File: src/rtl/can_rx_fifo.sv
// -----------------------------------------------------------------------------
// can_rx_fifo
// Receive-side frame buffer between the CAN packet layer and the consumer.
// Applies an ID acceptance filter, stores accepted frames in a small
// first-word-fall-through FIFO and returns a one-cycle registered ACK pulse
// for every frame it takes. Frames that fail the filter or find no free slot
// are dropped and tallied in saturating counters.
//
// Parameters
//   DEPTH     : number of frame slots, power of two in 2..16
//   FILT_ID   : acceptance ID pattern
//   FILT_MASK : ID bits compared against FILT_ID (1 = compare, 0 = don't care)
//
// Ports
//   clk, rstn          : single rising-edge clock, async active-low reset
//   rx_valid           : one-cycle pulse, CRC-good frame present
//   rx_id/ide/rtr/len/data : incoming frame fields
//   rx_ack             : registered acceptance pulse, one cycle after rx_valid
//   out_valid/out_ready: FWFT head handshake
//   out_id/ide/rtr/len/data : head frame fields (valid while out_valid)
//   flush              : synchronous FIFO clear (counters retained)
//   level              : frames currently stored, 0..DEPTH
//   ovf_cnt, filt_cnt  : saturating drop counters (no space / filtered)
// -----------------------------------------------------------------------------
module can_rx_fifo #(
    parameter int          DEPTH     = 4,
    parameter logic [28:0] FILT_ID   = 29'h0,
    parameter logic [28:0] FILT_MASK = 29'h0
) (
    input  logic        clk,
    input  logic        rstn,
    input  logic        rx_valid,
    input  logic [28:0] rx_id,
    input  logic        rx_ide,
    input  logic        rx_rtr,
    input  logic [3:0]  rx_len,
    input  logic [63:0] rx_data,
    output logic        rx_ack,
    output logic        out_valid,
    input  logic        out_ready,
    output logic [28:0] out_id,
    output logic        out_ide,
    output logic        out_rtr,
    output logic [3:0]  out_len,
    output logic [63:0] out_data,
    input  logic        flush,
    output logic [4:0]  level,
    output logic [15:0] ovf_cnt,
    output logic [15:0] filt_cnt
);

    localparam int          AW      = $clog2(DEPTH);
    localparam logic [4:0]  DEPTH_L = 5'(DEPTH);
    localparam logic [AW-1:0] PTR_ONE = AW'(1);

    // Frame storage, {id, ide, rtr, len, data}; not reset.
    logic [98:0]   mem_r [DEPTH];

    logic [AW-1:0] wptr_r;
    logic [AW-1:0] rptr_r;
    logic [4:0]    level_r;
    logic          rx_ack_r;
    logic [15:0]   ovf_cnt_r;
    logic [15:0]   filt_cnt_r;

    logic          match_s;
    logic          pop_s;
    logic          space_s;
    logic          push_s;
    logic          filt_drop_s;
    logic          ovf_drop_s;
    logic [98:0]   head_s;

    // Filter match, free-slot detection and push/pop/drop decisions.
    always_comb begin
        match_s     = 1'b0;
        pop_s       = 1'b0;
        space_s     = 1'b0;
        push_s      = 1'b0;
        filt_drop_s = 1'b0;
        ovf_drop_s  = 1'b0;
        match_s = (((rx_id ^ FILT_ID) & FILT_MASK) == 29'h0);
        // A pop in the same cycle frees a slot, so a full FIFO can still accept.
        pop_s   = (level_r != 5'd0) && out_ready;
        space_s = (level_r < DEPTH_L) || pop_s;
        if (flush) begin
            push_s      = 1'b0;
            filt_drop_s = 1'b0;
            ovf_drop_s  = 1'b0;
        end else begin
            push_s      = rx_valid && match_s && space_s;
            filt_drop_s = rx_valid && !match_s;
            ovf_drop_s  = rx_valid && match_s && !space_s;
        end
    end

    // Pointers, occupancy and the registered ACK pulse.
    always_ff @(posedge clk or negedge rstn) begin
        if (!rstn) begin
            wptr_r   <= '0;
            rptr_r   <= '0;
            level_r  <= 5'd0;
            rx_ack_r <= 1'b0;
        end else if (flush) begin
            // Flush wins over any same-cycle push or pop.
            wptr_r   <= '0;
            rptr_r   <= '0;
            level_r  <= 5'd0;
            rx_ack_r <= 1'b0;
        end else begin
            rx_ack_r <= push_s;
            if (push_s) begin
                wptr_r <= wptr_r + PTR_ONE;
            end
            if (pop_s) begin
                rptr_r <= rptr_r + PTR_ONE;
            end
            case ({push_s, pop_s})
                2'b10:   level_r <= level_r + 5'd1;
                2'b01:   level_r <= level_r - 5'd1;
                default: level_r <= level_r;
            endcase
        end
    end

    // Saturating drop counters; flush leaves them untouched.
    always_ff @(posedge clk or negedge rstn) begin
        if (!rstn) begin
            ovf_cnt_r  <= 16'h0000;
            filt_cnt_r <= 16'h0000;
        end else begin
            if (filt_drop_s && (filt_cnt_r != 16'hFFFF)) begin
                filt_cnt_r <= filt_cnt_r + 16'd1;
            end
            if (ovf_drop_s && (ovf_cnt_r != 16'hFFFF)) begin
                ovf_cnt_r <= ovf_cnt_r + 16'd1;
            end
        end
    end

    // Frame storage write port.
    always_ff @(posedge clk) begin
        if (push_s) begin
            mem_r[wptr_r] <= {rx_id, rx_ide, rx_rtr, rx_len, rx_data};
        end
    end

    // Head entry is presented straight from storage (first-word-fall-through).
    assign head_s    = mem_r[rptr_r];
    assign out_id    = head_s[98:70];
    assign out_ide   = head_s[69];
    assign out_rtr   = head_s[68];
    assign out_len   = head_s[67:64];
    assign out_data  = head_s[63:0];

    assign out_valid = (level_r != 5'd0);
    assign level     = level_r;
    assign rx_ack    = rx_ack_r;
    assign ovf_cnt   = ovf_cnt_r;
    assign filt_cnt  = filt_cnt_r;

endmodule
File: config.mk
export PLATFORM = sky130hd
export DESIGN_NAME = can_rx_fifo
export DESIGN_NICKNAME = d
export VERILOG_FILES = /design/src/rtl/can_rx_fifo.sv
export SDC_FILE = /design/constraint.sdc
export NUM_CORES = 1
export LEC_CHECK = 0
export ABC_AREA = 1
export ABC_CLOCK_PERIOD_IN_PS = 8000
export CAP_MARGIN = 5
export CORE_MARGIN = 5
export CORE_UTILIZATION = 45
export DETAILED_ROUTE_END_ITERATION = 12
export PLACE_DENSITY = 0.74
export SLEW_MARGIN = 10
export SYNTH_ARGS = -nofsm -noshare
export SYNTH_HDL_FRONTEND = slang
export SYNTH_SLANG_ARGS = --single-unit
File: constraint.sdc
create_clock -name clk -period 8 [get_ports clk]
set_input_delay 0.8 -clock clk [delete_from_list [all_inputs] [get_ports clk]]
set_output_delay 0.8 -clock clk [all_outputs]
set_load 0.005 [all_outputs]
# Word-level counts from Yosys, hierarchy flattened
# Memories as Yosys holds them, arrays and structs flattened.
# Index checks and enable logic that the tools add are counted.
# op_classes
mux,11
n_addsub,5
reduce_logical,10
eq_ne,3
order_cmp,1
# ops
cell,count
adder 16 x 1 -> 16 bit (second input constant),1
!= test 16 bit (second input constant),1
case mux 5 bit (2 select lines),1
2-to-1 mux 2 bit,4
adder 5 x 1 -> 5 bit (second input constant),1
less-than comparator 5 x 3 -> 1 bit (second input constant),1
2-to-1 mux 1 bit,5
2-to-1 mux 5 bit,1
nonzero test 5 bit,1
subtractor 5 x 1 -> 5 bit (second input constant),1
adder 2 x 1 -> 2 bit (second input constant),2
logical AND 1 bit,4
nonzero test 2 bit,2
nonzero test 3 bit,1
equality test 2 x 1 -> 1 bit (second input constant),1
equality test 2 bit (second input constant),1
logical NOT 1 bit,1
logical OR 1 bit,1
# word_totals
regBits,26
wordCells,36
inputBits,104
out_inout_bits,138
mem_bits_rw,396
mem_count,1
# mem_list
name,words,width,read_ports,rd_ports_with_merged_regs,wr,line_no,source
mem_r,4,99,1,0,1,57,logic [98:0] mem_r [DEPTH];

# Logic depth before layout (Yosys ltp)
# logic_depth
ltp_word,8
mapped_depth,16
mapped_depth_nobuf,16

# Worst setup path after synthesis
# No wires, ideal clock.
# synth_timing
path_type,input-to-reg
start,input port out_ready
end,"memory mem_r[0][0], enable pin"
setup_time_ps,557
arrival_ps,5197
path_buffers,0
required_time_ps,7443
cell_stages,4
slack_ps,2246
path_cell_list,inv_1 nand2_1 nand2_2 nor2_1
# synth_via
elab_chain_cells,6
# synth_rtl
element,line_no,source
"start, declared",40,"input logic out_ready,"
logical AND 1 bit,84,pop_s = (level_r != 5'd0) && out_ready;
logical OR 1 bit,85,space_s = (level_r < DEPTH_L) || pop_s;
logical AND 1 bit,91,push_s = rx_valid && match_s && space_s;
2-to-1 mux 1 bit,86,if (flush) begin
2-to-1 mux 1 bit,143,if (push_s) begin
2-to-1 mux 1 bit (not written as such),144,"mem_r[wptr_r] <= {rx_id, rx_ide, rx_rtr, rx_len, rx_data};"
"end, declared",57,
# Every way passes these cells.

# Worst setup path in the final report
# layout_timing
start,register rptr_r[0]
end,output port out_data[60]
# layout_via
elab_chain_cells,1
# layout_rtl
element,line_no,source
"start, declared",60,logic [AW-1:0] rptr_r;
"start signal, assigned",116,rptr_r <= rptr_r + PTR_ONE;
memory (4 x 99 bit),n/a,
"end, declared",45,"output logic [63:0] out_data,"
# Every way passes these cells.

==> impl_metrics.yaml <==
die:
  core_um2: 35700
  initial_core_util_pct: 45.8
  num_rows: 69
  ios: 242
  die_area_um2: 40200
  die_h_um: 200
  fp.dieW_um: 200
setup_path:
  cp.arrival_ns: 3.87
  required_ns: 7.20
  startpoint_type: "flip-flop"
  cp_max_fo: 108
  cp-end-kind: "primary output"
  r2r_cells: 7
  crit_type: "reg -> out"
  worst-r2r-setup-slack_ns: 5.00
synthesis:
  synthCells: 1198
  synthArstFlopShare_pct: 6.16
  synth_seq_cells: 422
  synth_warnings: 0
  ys_types: 35
  yosys.area.top_type: "edfxtp_1"
  yosys.area.top_type_share_pct: 72.8
  ys.flop_type: "edfxtp_1"
  syn-mean-instance-area_um2: 13.6
  synth-edff-count: 396
  ys_seq_area_share_pct: 76.8
  synth_area_leaders: "edfxtp_1 (73%), o21ai_0 (6.1%), nor2_1 (5.0%), dfrtp_1 (4.0%), o22ai_1 (3.8%)"
  netlist_area_um2: 16300
global_route:
  globalRouteOverflowTotal: 0
  grt_pass1_wl_mm: 56.8
  gr-usage-all-layers_pct: 17.7
  antenna_found_initial: 2
  grt_max_degree: 109
  grt_pass1_vias: 10384
drt:
  vias: 10240
  route.detailed.drc: 0
  drt.antenna.violating_nets: 0
  wire_per_inst_um: 19.0
  routed_wl_mm: 36.3
  routed_via_density: 5.37
  drt_pass1_iterations: 7
  drtIter0Drc: 647
clock_tree:
  cts_buffers: 43
  cts_root_buf: "clkbuf_16"
  cts-resized-gates: 0
  clkSinkCount: 422
  clockBufferDepth: 3
  htreeDepth: 2
  cts_setup_buffers: 0
  cts.clk_slew.worst_paths_ns: 0.06
  cts_tree: "built"
  clk_latency_ns: 0.56
  holdBufCountCts: 0
layout:
  drive_gt1_share_pct: 6.72
  fin_nets: 1527
  layout_common_cells: "edfxtp_1 (396), clkdlybuf4s50_1 (225), nor2_1 (215)"
  multi_input_area_um2: 3350
  n_fill_cell: 2800
  layout_commonest_cell: "edfxtp_1"
  register_area_um2: 12500
  area_growth_syn_to_layout_pct: 24.1
  instances_no_fill: 1906
  fin_util_pct: 56.8
placement:
  gp_congestion: 0.813
  dp.cells: 1830
  place_ws_ns: 3.98
  port_buffers: 225
  dpl.hpwl_mm: 20.7
sta:
  tightest_slew_ns: 1.10
  post-route-min-period_ns: 4.67
  worst_slack_ns: 3.33
  slew_viol_final: 0
  slew_headroom_pct: 26.9
  fin_crit_sh_pct: 58.3
  finalSetupViolCount: 0
  final.setup.tns_ns: 0
  finalHoldViolations: 0
  grt_setup_unrepaired: "no"
  finalClockSkew_ns: 0.0122
  timing.fmax_mhz: 214
power_and_ir_drop:
  powerDensity_nw_per_um2: 316
  p_leak_nw: 6.89
  ir_drop_v: 0.000241
  power_mw: 6.40
flow_run:
  cap_viol_max_count: 0
hold_path:
  holdPathStages: 2
  hp-class: "reg -> reg"
status:
  outcome: "completed"
==> where the power goes <==
part	switching (mW)	total, mW	internal [mW]	leakage [nW]
combinational	1.03	1.87	0.837	2.29
sequential	0.0594	2.66	2.60	3.94
clock	0.810	1.87	1.06	0.649
==> worst paths after layout <==
| check | endpoint | start |
|---|---|---|
| setup / recovery | out_data[60] | rptr_r[0] |
| hold / removal | ovf_cnt[13] | ovf_cnt[13] |
| setup reg to reg | mem_r[0][11] | level[4] |
| hold reg to reg | ovf_cnt[13] | ovf_cnt[13] |
| max in group asynchronous | rptr_r[0] | rstn |
| min in group asynchronous | ovf_cnt[5] | rstn |
==> registers in the layout, indices dropped and copies added (netlist names) <==
register,cells
rptr_r,2
wptr_r,2
rx_ack,1
mem_r,396
level,5
ovf_cnt,16
==> kinds of logic after synthesis <==
group           Yosys count  synth area share [%]
fa+ha+maj                 9                 0.736
xor+xnor                 16                 0.858
simple gates            331                  8.09
other cells               1                0.0230
flops                   422                  76.8
buf+inv                 111                  3.23
compound gates          308                  10.3
==> critical path, cell delays in order (launching register included) <==
cell	delay, ns
dfrtp_4	0.43
buf_4	0.68
buf_4	0.90
o21ai_0	0.25
o22ai_1	0.26
clkdlybuf4s50_1	0.55
==> cell type report <==
type,instances,area share [%]
Timing Repair Buffer,239,11.7
Sequential cell,422,61.9
Antenna cell,1,0.0124
Inverter,28,0.562
Tap cell,461,2.85
Multi-Input combinational cell,680,16.5
Clock inverter,22,0.945
Clock buffer,53,5.50
==> per-stage QoR <==
step | hold slack, ns | area (µm²)
detailed placement | 0.523 | 19000
global placement | 0.523 | 19000
global route | 0.590 | 20300
floorplan | 0.504 | 16400
CTS | 0.563 | 20300
finish | 0.562 | 20300
==> synth_stat cells (2+ instances only) <==
cell type and instances:
o22ai_1 99, xor2_1 3, nand3_1 10, nand4_1 5, clkbuf_1 41, buf_4 18
nor2_1 219, edfxtp_1 396, nand2_2 4, nand2_1 85, a21oi_1 3, inv_2 2
xnor2_1 13, ha_1 8, o21ai_0 199, o21ai_1 4, dfrtp_1 26, buf_6 2
a21oi_2 2, buf_2 18, inv_1 24, buf_1 3, nor2_2 2
==> per-layer routing <==
| metal | wire length (µm) | global-route usage (%) |
|---|---|---|
| met3 | 3310 | 5.80 |
| met5 | 13 | 0 |
| met2 | 17200 | 29.0 |
| met1 | 15000 | 22.5 |
| met4 | 787 | 5.58 |
No activity file was read; power rests on OpenSTA's default activity.
